[src/rtl/hpm_sample_ctrl.sv]
// Periodic sampler and port arbiter for the HPM counter bank (mhpmcounter3..8).
// Define HPM_SAMPLE_TIMESTAMP_EN to add sample_ts_o, a per-sweep cycle timestamp.
module hpm_sample_ctrl #(
  parameter int unsigned NumCounters = 6,
  parameter int unsigned DataWidth   = 64,
  parameter int unsigned PeriodWidth = 16,
  parameter int unsigned FifoDepth   = 4
) (
  input  logic                   clk_i,
  input  logic                   rst_ni,
  input  logic                   enable_i,
  input  logic [PeriodWidth-1:0] period_i,
  input  logic                   csr_req_i,
  input  logic [11:0]            csr_addr_i,
  input  logic                   csr_we_i,
  input  logic [DataWidth-1:0]   csr_wdata_i,
  output logic                   csr_gnt_o,
  output logic [DataWidth-1:0]   csr_rdata_o,
  output logic [11:0]            pc_addr_o,
  output logic                   pc_we_o,
  output logic [DataWidth-1:0]   pc_wdata_o,
  input  logic [DataWidth-1:0]   pc_rdata_i,
  output logic                   sample_valid_o,
  input  logic                   sample_ready_i,
  output logic [2:0]             sample_idx_o,
  output logic [DataWidth-1:0]   sample_data_o,
`ifdef HPM_SAMPLE_TIMESTAMP_EN
  output logic [63:0]            sample_ts_o,
`endif
  output logic                   overrun_o,
  input  logic                   overrun_clr_i
);

  localparam int unsigned AW = $clog2(FifoDepth);
  localparam int unsigned PW = AW + 1;
  localparam logic [11:0] BaseAddr = 12'hB03;
  localparam logic [2:0]  LastK    = 3'(NumCounters - 1);

  typedef enum logic [1:0] {ST_IDLE, ST_SWEEP, ST_DRAIN} state_e;
  typedef enum logic [1:0] {OWN_NONE, OWN_CSR, OWN_SMP} owner_e;

  state_e state_reg, state_next;
  owner_e owner_reg, owner_next;
  logic [2:0] k_reg, k_next;
  logic [2:0] smp_idx_reg;
  logic [PeriodWidth-1:0] timer_reg;
  logic [DataWidth-1:0] csr_hold_reg;
  logic overrun_reg;
  logic timer_run, tick, sweep_active, issue;

  // Tick timer: loads on first enabled cycle, fires and reloads when it reaches 1
  assign timer_run = enable_i && (period_i != '0);
  assign tick      = timer_run && (timer_reg == PeriodWidth'(1));

  always_ff @(posedge clk_i or negedge rst_ni) begin
    if (!rst_ni) begin
      timer_reg <= '0;
    end else if (!timer_run) begin
      timer_reg <= '0;
    end else if ((timer_reg == '0) || (timer_reg == PeriodWidth'(1))) begin
      timer_reg <= period_i;
    end else begin
      timer_reg <= timer_reg - PeriodWidth'(1);
    end
  end

  // Sample FIFO with extra-MSB pointers
  logic [PW-1:0] wr_ptr_reg, rd_ptr_reg;
  logic [PW-1:0] fill;
  logic [PW:0]   occupancy;
  logic          fifo_empty, fifo_full, slots_ok, push, pop;
  logic [2:0]           mem_idx  [FifoDepth];
  logic [DataWidth-1:0] mem_data [FifoDepth];

  assign fill       = wr_ptr_reg - rd_ptr_reg;
  assign fifo_empty = (wr_ptr_reg == rd_ptr_reg);
  assign fifo_full  = (wr_ptr_reg[AW] != rd_ptr_reg[AW]) &&
                      (wr_ptr_reg[AW-1:0] == rd_ptr_reg[AW-1:0]);
  // A read in flight already owns a slot, so it counts against free space
  assign occupancy  = {1'b0, fill} + {{PW{1'b0}}, (owner_reg == OWN_SMP)};
  assign slots_ok   = (occupancy < (PW+1)'(FifoDepth));
  assign push       = (owner_reg == OWN_SMP) && !fifo_full;
  assign pop        = !fifo_empty && sample_ready_i;

  always_ff @(posedge clk_i or negedge rst_ni) begin
    if (!rst_ni) begin
      wr_ptr_reg <= '0;
      rd_ptr_reg <= '0;
    end else begin
      if (push) wr_ptr_reg <= wr_ptr_reg + PW'(1);
      if (pop)  rd_ptr_reg <= rd_ptr_reg + PW'(1);
    end
  end

  always_ff @(posedge clk_i or negedge rst_ni) begin
    if (!rst_ni) begin
      for (int i = 0; i < int'(FifoDepth); i++) begin
        mem_idx[i]  <= '0;
        mem_data[i] <= '0;
      end
    end else if (push) begin
      mem_idx[wr_ptr_reg[AW-1:0]]  <= smp_idx_reg;
      mem_data[wr_ptr_reg[AW-1:0]] <= pc_rdata_i;
    end
  end

  assign sample_valid_o = !fifo_empty;
  assign sample_idx_o   = mem_idx[rd_ptr_reg[AW-1:0]];
  assign sample_data_o  = mem_data[rd_ptr_reg[AW-1:0]];

`ifdef HPM_SAMPLE_TIMESTAMP_EN
  logic [63:0] cycle_reg, ts_reg;
  logic [63:0] mem_ts [FifoDepth];

  always_ff @(posedge clk_i or negedge rst_ni) begin
    if (!rst_ni) begin
      cycle_reg <= '0;
      ts_reg    <= '0;
    end else begin
      cycle_reg <= cycle_reg + 64'd1;
      if ((state_reg == ST_IDLE) && tick) ts_reg <= cycle_reg;
    end
  end

  always_ff @(posedge clk_i or negedge rst_ni) begin
    if (!rst_ni) begin
      for (int i = 0; i < int'(FifoDepth); i++) mem_ts[i] <= '0;
    end else if (push) begin
      mem_ts[wr_ptr_reg[AW-1:0]] <= ts_reg;
    end
  end

  assign sample_ts_o = mem_ts[rd_ptr_reg[AW-1:0]];
`endif

  always_ff @(posedge clk_i or negedge rst_ni) begin
    if (!rst_ni) begin
      state_reg <= ST_IDLE;
      k_reg     <= '0;
    end else begin
      state_reg <= state_next;
      k_reg     <= k_next;
    end
  end

  // The tick cycle itself may issue k=0, so the first sample is visible at tick+2
  always_comb begin
    state_next   = state_reg;
    k_next       = k_reg;
    issue        = 1'b0;
    sweep_active = 1'b0;
    unique case (state_reg)
      ST_IDLE:  sweep_active = tick;
      ST_SWEEP: sweep_active = 1'b1;
      ST_DRAIN: if (owner_reg == OWN_SMP) state_next = ST_IDLE;
      default:  state_next = ST_IDLE;
    endcase
    if (sweep_active) begin
      if (state_reg == ST_IDLE) state_next = ST_SWEEP;
      if (!csr_req_i && slots_ok) begin
        issue = 1'b1;
        if (k_reg == LastK) begin
          k_next     = '0;
          state_next = ST_DRAIN;
        end else begin
          k_next = k_reg + 3'd1;
        end
      end
    end
  end

  // Port mux: CSR always wins, sampler only reads
  always_comb begin
    pc_addr_o  = '0;
    pc_we_o    = 1'b0;
    pc_wdata_o = '0;
    owner_next = OWN_NONE;
    if (csr_req_i) begin
      pc_addr_o  = csr_addr_i;
      pc_we_o    = csr_we_i;
      pc_wdata_o = csr_wdata_i;
      owner_next = csr_we_i ? OWN_NONE : OWN_CSR;
    end else if (issue) begin
      pc_addr_o  = BaseAddr + 12'(k_reg);
      owner_next = OWN_SMP;
    end
  end

  always_ff @(posedge clk_i or negedge rst_ni) begin
    if (!rst_ni) begin
      owner_reg    <= OWN_NONE;
      smp_idx_reg  <= '0;
      csr_hold_reg <= '0;
      overrun_reg  <= 1'b0;
    end else begin
      owner_reg <= owner_next;
      if (issue) smp_idx_reg <= k_reg;
      if (owner_reg == OWN_CSR) csr_hold_reg <= pc_rdata_i;
      if (tick && (state_reg != ST_IDLE)) begin
        overrun_reg <= 1'b1;
      end else if (overrun_clr_i) begin
        overrun_reg <= 1'b0;
      end
    end
  end

  assign csr_gnt_o   = csr_req_i;
  assign csr_rdata_o = (owner_reg == OWN_CSR) ? pc_rdata_i : csr_hold_reg;
  assign overrun_o   = overrun_reg;

endmodule

[config.mk]
export PLATFORM = sky130hd
export DESIGN_NAME = hpm_sample_ctrl
export DESIGN_NICKNAME = d
export VERILOG_FILES = /design/src/rtl/hpm_sample_ctrl.sv
export SDC_FILE = /design/constraint.sdc
export NUM_CORES = 1
export LEC_CHECK = 0
export BUFFER_PORTS_ARGS = -buffer_cell sky130_fd_sc_hd__buf_2
export CORE_MARGIN = 2
export CORE_UTILIZATION = 35
export CTS_BUF_LIST = sky130_fd_sc_hd__clkbuf_4 sky130_fd_sc_hd__clkbuf_8 sky130_fd_sc_hd__clkbuf_16
export DETAILED_ROUTE_END_ITERATION = 7
export GPL_ROUTABILITY_DRIVEN = 0
export GPL_TIMING_DRIVEN = 0
export SLEW_MARGIN = 30
export SYNTH_ARGS = -nofsm -noshare
export SYNTH_HDL_FRONTEND = slang
export SYNTH_SLANG_ARGS = --single-unit
[constraint.sdc]
create_clock -name clk_i -period 2.5 [get_ports clk_i]
set_input_delay 0.375 -clock clk_i [delete_from_list [all_inputs] [get_ports clk_i]]
set_output_delay 0.375 -clock clk_i [all_outputs]
set_load 0.01 [all_outputs]
# Word-level counts from Yosys, hierarchy flattened
# Index checks and enable logic that the tools add are counted.
classes:
  mux: 34
  n_addsub: 7
  reduce_logical: 19
  bitwise: 2
  magnitude_cmp: 4
  eq_ne: 9
op_table:
  columns: ["operator", "n"]
  rows:
  - ["$mux W64", 5]
  - ["$bwmux W256", 1]
  - ["$bmux W64 S2", 1]
  - ["$demux W64 S2", 1]
  - ["$mux W16", 2]
  - ["$mux W12", 2]
  - ["$eq A16 B1 Y1 const B", 1]
  - ["$logic_not A16 Y1", 1]
  - ["$reduce_bool A16 Y1", 1]
  - ["$sub A16 B1 Y16 const B", 1]
  - ["$mux W2", 7]
  - ["$add A12 B3 Y12 const A", 1]
  - ["$bwmux W12", 1]
  - ["$mux W3", 4]
  - ["$add A3 B1 Y3 const B", 3]
  - ["$logic_and A1 B1 Y1", 8]
  - ["$bmux W3 S2", 1]
  - ["$demux W3 S2", 1]
  - ["$ge A3 B3 Y1 const B", 2]
  - ["$mux W1", 6]
  - ["$not A2 Y3", 2]
  - ["$add A3 B1 Y4", 1]
  - ["$eq A2 B1 Y1 const B", 2]
  - ["$eq A2 B2 Y1 const B", 2]
  - ["other kinds (15)", 18]
totals:
  input_bits: 163
  output_inout_bits: 211
  word_cells: 92
  register_bits: 365

# Depth between registers and ports, before layout
# Gate-level depths: netlist of the first run.
depth:
  ltp_word: 8
  depth_mapped: 10

# Worst setup path after synthesis of the first run
# Ideal clock, no wire load.
synth_path:
  kind: "register -> register"
  from: "reg rd_ptr_reg[1]"
  to: "reg mem_data[53] (netlist name)"
  stages_incl_launch_ff: 11
  arrival_time_ns: 2.583
  period_less_slack_ns: 2.710
  t_required_ns: 2.372
  slack_ns: -0.210
  path_cell_list: "dfrtp_1 > clkbuf_1 > buf_1 > buf_1 > inv_1 > ha_1 > a31oi_4 > nand2_2 > buf_4 > buf_4 > mux2_1"
synth_via:
  elab_chain_len: 4
synth_lines:
  columns: ["item", "line", "source"]
  rows:
  - ["start, declared", "68", "logic [PW-1:0] wr_ptr_reg, rd_ptr_reg;"]
  - ["start signal, assigned", "91", "if (pop) rd_ptr_reg <= rd_ptr_reg + PW'(1);"]
  - ["$eq A2 B2 Y1", "78", "(wr_ptr_reg[AW-1:0] == rd_ptr_reg[AW-1:0]);"]
  - ["$logic_and A1 B1 Y1", "77", "assign fifo_full = (wr_ptr_reg[AW] != rd_ptr_reg[AW]) &&"]
  - ["$logic_not A1 Y1", "82", "assign push = (owner_reg == OWN_SMP) && !fifo_full;"]
  - ["$logic_and A1 B1 Y1", "82", null]
  - ["end signal, assigned by index", "103", "mem_data[wr_ptr_reg[AW-1:0]] <= pc_rdata_i;"]
  - ["end, declared", "73", "logic [DataWidth-1:0] mem_data [FifoDepth];"]
# No other way between the ends.
# A chain may end at the register's enable or synchronous reset.

# Worst setup path after layout of the first run
layout_path:
  from: "reg wr_ptr_reg[0]"
  to: "out pc_addr_o[1]"
layout_via:
  elab_chain_len: 8
layout_lines:
  columns: ["item", "line", "source"]
  rows:
  - ["start, declared", "68", null]
  - ["start signal, assigned", "90", "if (push) wr_ptr_reg <= wr_ptr_reg + PW'(1);"]
  - ["$sub A3 B3 Y3", "75", "assign fill = wr_ptr_reg - rd_ptr_reg;"]
  - ["$add A3 B1 Y4", "80", "assign occupancy = {1'b0, fill} + {{PW{1'b0}}, (owner_reg == OWN_SMP)};"]
  - ["$lt A4 B3 Y1", "81", "assign slots_ok = (occupancy < (PW+1)'(FifoDepth));"]
  - ["$logic_and A1 B1 Y1", "160", "if (!csr_req_i && slots_ok) begin"]
  - ["$mux W1", "160", null]
  - ["$mux W1", "158", "if (sweep_active) begin"]
  - ["$mux W12", "183", "end else if (issue) begin"]
  - ["$mux W12", "178", "if (csr_req_i) begin"]
  - ["end, declared", "19", "output logic [11:0] pc_addr_o,"]
# No other way between the ends.

==> metrics.md, run 1 <==
| Metric | Value |
|---|---|
| CTS H-tree lvls | 2 |
| Port Buffer Count | 373 |
| Via/cell ratio | 4.92 |
| Chip height | 220 um |
| Adder-cell area share of the yosys netlist | 0.0119 |
| Register area share after synthesis | 0.559 |
| Max VDD drop | 0.515 mV |
| Non-filler instance count after layout | 2,168 |
| Antenna viol nets, final | 0 |
| Tot GR Track Use | 0.188 |
| Synth async-reset ratio | 1.00 |
| Horiz. Die Dim | 220 um |
| Area grow syn2layout | 35.3% |
| Worst Setup End Kind | output pin |
| Final net count | 1,706 |
| Antenna diode count | 0 |
| Slew headroom | 0.613 |
| Count of final setup violators | 59 |
| Final WS setup | -800 ps |
| Post-synthesis mux area share | 0.324 |
| Period minus WS final | 3300 ps |
| CP required | 2120 ps |
| Worst skew pair latency | 580 ps |
| Grt total ovfl | 0 |
| Synthesized area per cell | 15.3 sq um |
| Worst path arrival time | 2930 ps |
| CP Max Fanout | 6 |
| Average wire per standard cell | 21.2 um |
| Setup TNS | -9230 ps |
| Power per Cell Area | 691 nW/um^2 |
| Failing checks | setup timing |
| CTS sink cnt | 365 |
| DR iter-0 viols | 376 |
| Type of origin of the critical path | register |
| Post-synthesis xor/xnor area fraction | 0.0106 |
| Layout cell share with drive strength beyond 1 | 0.624 |
| Place WS | -1030 ps |
| CTS tree | done |
| Max_cap viols | 0 |
| Most frequent cells in the layout | dfrtp_1, buf_2, mux2_2 |
| CP max stage cell | fa_2 |
| Largest cells by area after synthesis | dfrtp_1, mux2_2, mux4_2 |
| Initial core utilization | 0.352 |
| Cell taking the most area after synthesis | dfrtp_1 |
| EDFF count, synth | 0 |
| Flops & latches, synth | 365 |
| Final Hold Viols | 0 |
| Top FF cell, synth | dfrtp_1 |
| Die ar. | 48,400 sq um |
| CTS root buffer | clkbuf_16 |
| Synth Area in Simple Gates | 0.0502 |
| Largest family of logic cells by synthesized area | multiplexers |
| Maximum root-to-sink buffer count | 3 |
| F_max | 303 MHz |
| Clock transition at path regs | 70 ps |
| Core area | 46,400 sq um |
| Layout Utilization | 0.477 |
| CP peak stage delay | 530 ps |
| Distinct cells, synth | 50 |
| HP Class | input pin to register |
| Final WL | 45.9 mm |
| Syn_nets | 1,246 |
| Number of global-route vias before repair | 11.3k |
| Mapped cell area | 16,300 sq um |
| Synth Area in Compound Gates | 0.0192 |
| Worst slew pin tran | 573 ps |
| Num CTS Buffers | 42 |
| Residual DRC | 0 |
| Initial antenna violation count | 1 |
| Clk_skew | 41.0 ps |
| CP dominant cell by count | buf_6 |
| Slew Limit Fails | 0 |
| DP HPWL | 32.4 mm |
| Crit Path Category | register to output pin |
| Placed insts | 2,052 |
| DR vias | 10.7k |
| Fin crit share | 1.32 |
| Fillers | 4,078 |
| Row Count | 79 |
| Post-synth top area share | 0.559 |
| Cells after synthesis | 1,068 |
| Status | finished, violations left |
| Commonest non-fill, non-tap cell in the layout | dfrtp_1 |
| Global-route wire length before repair | 68.1 mm |
| I/O Pins | 374 |
| Largest net degree at the start of global routing | 88 |
| RSZ-0062 raised after global routing | yes |
| Largest register FFs | 256 |
| Synth warn | 0 |
| Worst-path cell chain | inv_2, ha_4, fa_2, nor3_2, or3_4, or2_1, buf_6, clkbuf_16, o21ai_4, buf_6 |
| P_leak | 10.0 nW |
| Drt first pass iters | 4 |
-- kinds of logic after synthesis --
| family | Yosys count |
|---|---|
| mux | 403 |
| flops | 365 |
| simple gates | 146 |
| buf+inv | 80 |
| compound gates | 40 |
| xor+xnor | 19 |
| fa+ha+maj | 15 |
-- final cells by class --
cell class / count / area (sq um) / area share
Sequential cell: 365 / 9130 / 0.413
Multi-Input combinational cell: 623 / 7020 / 0.317
Timing Repair Buffer: 416 / 2950 / 0.133
Clock buffer: 67 / 1330 / 0.0600
Tap cell: 607 / 759 / 0.0344
Buffer: 67 / 752 / 0.0340
Clock inverter: 10 / 118 / 0.00532
Inverter: 13 / 48.8 / 0.00221
-- through the flow --
step / power [W] / hold WS [ps] / instance area, sq um
after floorplan: 0.00795 / 79.4 / 16400
after global placement: 0.00882 / 476 / 19000
after detailed placement: 0.00890 / 340 / 19100
after CTS: 0.0154 / 4.85 / 21800
after global routing: 0.0160 / 20.8 / 22100
final: 0.0153 / 36.5 / 22100
-- where the power goes --
group          internal (W)  leakage [nW]  switching [W]  total (W)
combinational       0.00119          4.96        0.00116    0.00234
clock               0.00376         0.726        0.00251    0.00627
sequential          0.00639          4.34       0.000270    0.00666
total                0.0113          10.0        0.00393     0.0153
-- synth_stat cells, types with 2 or more instances --
cell type  number
o21ai_0         7
a311oi_1        2
nand2_1        20
xnor2_1        14
dfrtp_1       365
inv_1          13
nor2_1         25
nor4_1          8
buf_1           3
nand3_1         3
mux2_2        332
ha_1           14
mux4_2         67
a211oi_1       14
o41ai_1         2
nand2b_1        2
buf_4          16
buf_2          20
nor3_1          5
o21ai_2         5
mux2_4          2
clkbuf_1       26
and2_1         70
nor2b_1         3
xor2_1          4
or4_1           2
-- path summary, 6_finish.rpt --
check | depth (start not counted) | slack (ps) | end | start
worst max-delay path | 10 | -800 | pc_addr_o[1] | wr_ptr_reg[0]
worst min-delay path | 2 | 40 | overrun_o | overrun_clr_i
worst max register to register | 12 | 50 | mem_data[120] | rd_ptr_reg[1]
worst min register to register | 1 | 490 | csr_hold_reg[21] | csr_hold_reg[21]
max in group asynchronous | 4 | 1000 | timer_reg[13] | rst_ni
min in group asynchronous | 2 | 330 | csr_hold_reg[35] | rst_ni
-- per-layer routing --
metal,global-route usage,vias to the layer above,part of all wire
met1,0.221,5502,0.40
met4,0.0776,0,0.039
met5,0,-,0
met3,0.0309,59,0.040
met2,0.340,303,0.52
li1,-,4807,-
-- repair_timing --
item,4_1_cts,5_1_grt
gates cloned,7,3
resized for setup,196,44
hold endpoints to repair,52,0
pin swaps,5,5
setup buffers,20,8
endpoints found under the setup margin,435,160
hold buffers,1,0
-- worst max-delay path: cells and delay by family, from the launching register on --
| kind | cells | cell delay [ps] |
|---|---|---|
| adders and majority gates | 2 | 680 |
| DFF | 1 | 370 |
| buffers and inverters | 4 | 470 |
| and+or+nand+nor | 3 | 630 |
| AOI/OAI and AO/OA | 1 | 190 |
No activity file was read; power rests on OpenSTA's default activity.
==> run 2: changes to the inputs <==
- ABC_AREA: unset -> 0
- SKIP_CTS_REPAIR_TIMING: unset -> 1
==> run 2 against run 1 <==
Effect of this change: the run still ends with setup timing left; sequential power hardly changed; maximum frequency is 1.9% lower; utilization is 2.0 points lower; worst hold slack hardly changed; sequential share of layout area is 1.8 points higher; largest cell class unchanged; largest power group unchanged.
==> metrics.md, run 2 (synthesis gave the netlist of run 1 again) <==
| Metric | Value |
|---|---|
| Die ar. | 48,400 sq um (unchanged) |
| Row Count | 79 (unchanged) |
| Worst slew pin tran | 569 ps (-4.49 ps) |
| Chip height | 220 um (unchanged) |
| Period minus WS final | 3360 ps (+64.6 ps) |
| F_max | 297 MHz (-1.9%) |
| Area grow syn2layout | 29.6% |
| Hold WS | 36.1 ps (-0.330 ps) |
| Average wire per standard cell | 20.7 um (-2.3%) |
| Worst Setup End Kind | output pin |
| CP required | 2120 ps (about the same) |
| Hold endpoint | overrun_o |
| Family with the most delay on the worst path | adder cells |
| HP Class | input pin to register |
| CP dominant cell by count | buf_6 |
| I/O Pins | 374 (unchanged) |
| Worst reg2reg setup slack | 0 ps (-50 ps) |
| Clk_skew | 41.9 ps (+0.916 ps) |
| Worst reg2reg startpoint | wr_ptr_reg[0] |
| Largest register FFs | 256 (unchanged) |
| Fin area | 21,200 sq um (-4.2%) |
| Reg2Reg Depth | 9 (-3) |
| Port Buffer Count | 373 (unchanged) |
| CTS H-tree lvls | 2 (unchanged) |
| Tot GR Track Use | 0.183 (-0.00530) |
| Layout cell share with drive strength beyond 1 | 0.614 (-0.00967) |
| Max VDD drop | 0.507 mV (-1.5%) |
| Most frequent cells in the layout | buf_2, dfrtp_1, mux2_2 |
| Power per Cell Area | 712 nW/um^2 (+3.0%) |
| Number of global-route vias before repair | 11.0k (-2.3%) |
| Worst path arrival time | 2990 ps (+60 ps) |
| Antenna viol nets, final | 0 (unchanged) |
| Max_cap viols | 0 (unchanged) |
| Layout Utilization | 0.457 (-0.0200) |
| Largest net degree at the start of global routing | 88 (unchanged) |
| DP Area | 19,100 sq um (unchanged) |
| P_leak | 9.59 nW (-4.3%) |
| Critical R2R Capture | k_reg[0] |
| Via/cell ratio | 4.92 (about the same) |
| DP HPWL | 32.4 mm (unchanged) |
| Core area | 46,400 sq um (unchanged) |
| Status | finished, violations left |
| Commonest non-fill, non-tap cell in the layout | buf_2 |
| Crit Path Category | register to output pin |
| Horiz. Die Dim | 220 um (unchanged) |
| CTS root buffer | clkbuf_16 |
| Failing checks | setup timing |
| DR vias | 10.6k (-1.0%) |
| Grt total ovfl | 0 (unchanged) |
| Residual DRC | 0 (unchanged) |
| Slew headroom | 0.616 (+0.00304) |
| Worst-path cell chain | inv_2, ha_4, fa_2, nor3_2, or3_4, or2_1, buf_6, clkbuf_16, o21ai_4, buf_6 |
| Maximum root-to-sink buffer count | 3 (unchanged) |
| Worst skew pair latency | 580 ps (about the same) |
| Drt first pass iters | 4 (unchanged) |
| CP peak stage delay | 530 ps (about the same) |
| Type of origin of the critical path | register |
| Final net count | 1,685 (-1.2%) |
| RSZ-0062 raised after global routing | yes |
| Num CTS Buffers | 42 (unchanged) |
| CTS sink cnt | 365 (unchanged) |
| Initial core utilization | 0.352 (unchanged) |
| Fin crit share | 1.35 (+0.0259) |
| Slew Limit Fails | 0 (unchanged) |
| DR iter-0 viols | 368 (-2.1%) |
| Clock transition at path regs | 70 ps (about the same) |
| Final WS setup | -865 ps (-64.6 ps) |
| Global-route wire length before repair | 66.2 mm (-2.9%) |
| Buf+Inv Stages, Crit Path | 4 (unchanged) |
| Hold Crit Depth | 2 (unchanged) |
| CP Max Fanout | 6 (unchanged) |
| CTS tree | done |
| Initial antenna violation count | 2 (+1) |
| CP max stage cell | fa_2 |
| Final WL | 44.4 mm (-3.2%) |
| Critical hold path startpoint | overrun_clr_i |
| Final Hold Viols | 0 (unchanged) |
| Count of final setup violators | 28 (-53%) |
run 2: worst max path at each step:
| stage | start | endpoint | slack (ps) | depth (start not counted) |
|---|---|---|---|---|
| after floorplan | wr_ptr_reg[0] | pc_addr_o[0] | -30 | 9 |
| after global placement | rst_ni | timer_reg[10] | -6060 | 1 |
| after detailed placement | rd_ptr_reg[1] | mem_data[197] | -1030 | 10 |
| after CTS | owner_reg[1] | csr_rdata_o[31] | -1220 | 5 |
| after global routing | wr_ptr_reg[0] | pc_addr_o[1] | -940 | 10 |
| final | wr_ptr_reg[0] | pc_addr_o[1] | -860 | 10 |
run 2: cell type report:
cell class / instances / area (sq um)
Antenna cell: 1 / 2.50
Multi-Input combinational cell: 623 / 6870
Fill cell: 4167 / 25200
Clock buffer: 67 / 1330
Inverter: 13 / 48.8
Timing Repair Buffer: 396 / 2230
Tap cell: 607 / 759
Sequential cell: 365 / 9130
Clock inverter: 10 / 118
Buffer: 66 / 691
run 2: worst register-to-register path: cells and delay by family (launching register included):
| family | cells | cell delay, ps |
|---|---|---|
| buffers and inverters | 3 | 360 |
| adders and majority gates | 2 | 690 |
| and+or+nand+nor | 3 | 650 |
| DFF | 1 | 390 |
| muxes | 1 | 290 |
run 2: report_power, final:
| group | internal (W) | switching, W | leakage (nW) | total, W |
|---|---|---|---|---|
| Combinational | 0.00103 | 0.00112 | 4.53 | 0.00215 |
| Clock | 0.00376 | 0.00251 | 0.726 | 0.00627 |
| Sequential | 0.00639 | 0.000266 | 4.34 | 0.00665 |
run 2: routing by layer:
layer | global-route usage | share of wire | up-vias
met2 | 0.329 | 0.52 | 297
met5 | 0 | 0.00029 | -
met1 | 0.212 | 0.40 | 5436
li1 | - | - | 4765
met4 | 0.0783 | 0.040 | 2
met3 | 0.0351 | 0.045 | 62
run 2: through the flow:
| stage | setup WS (ps) | TNS [ps] | power [W] | cells |
|---|---|---|---|---|
| global placement | -6060 | -2443580 | 0.00882 | 2048 |
| CTS | -1220 | -341080 | 0.0153 | 2129 |
| detailed placement | -1030 | -262230 | 0.00890 | 2052 |
| finish | -865 | -7080 | 0.0151 | 2148 |
| floorplan | -30.5 | -79.2 | 0.00795 | 1068 |
| global route | -935 | -12920 | 0.0158 | 2147 |
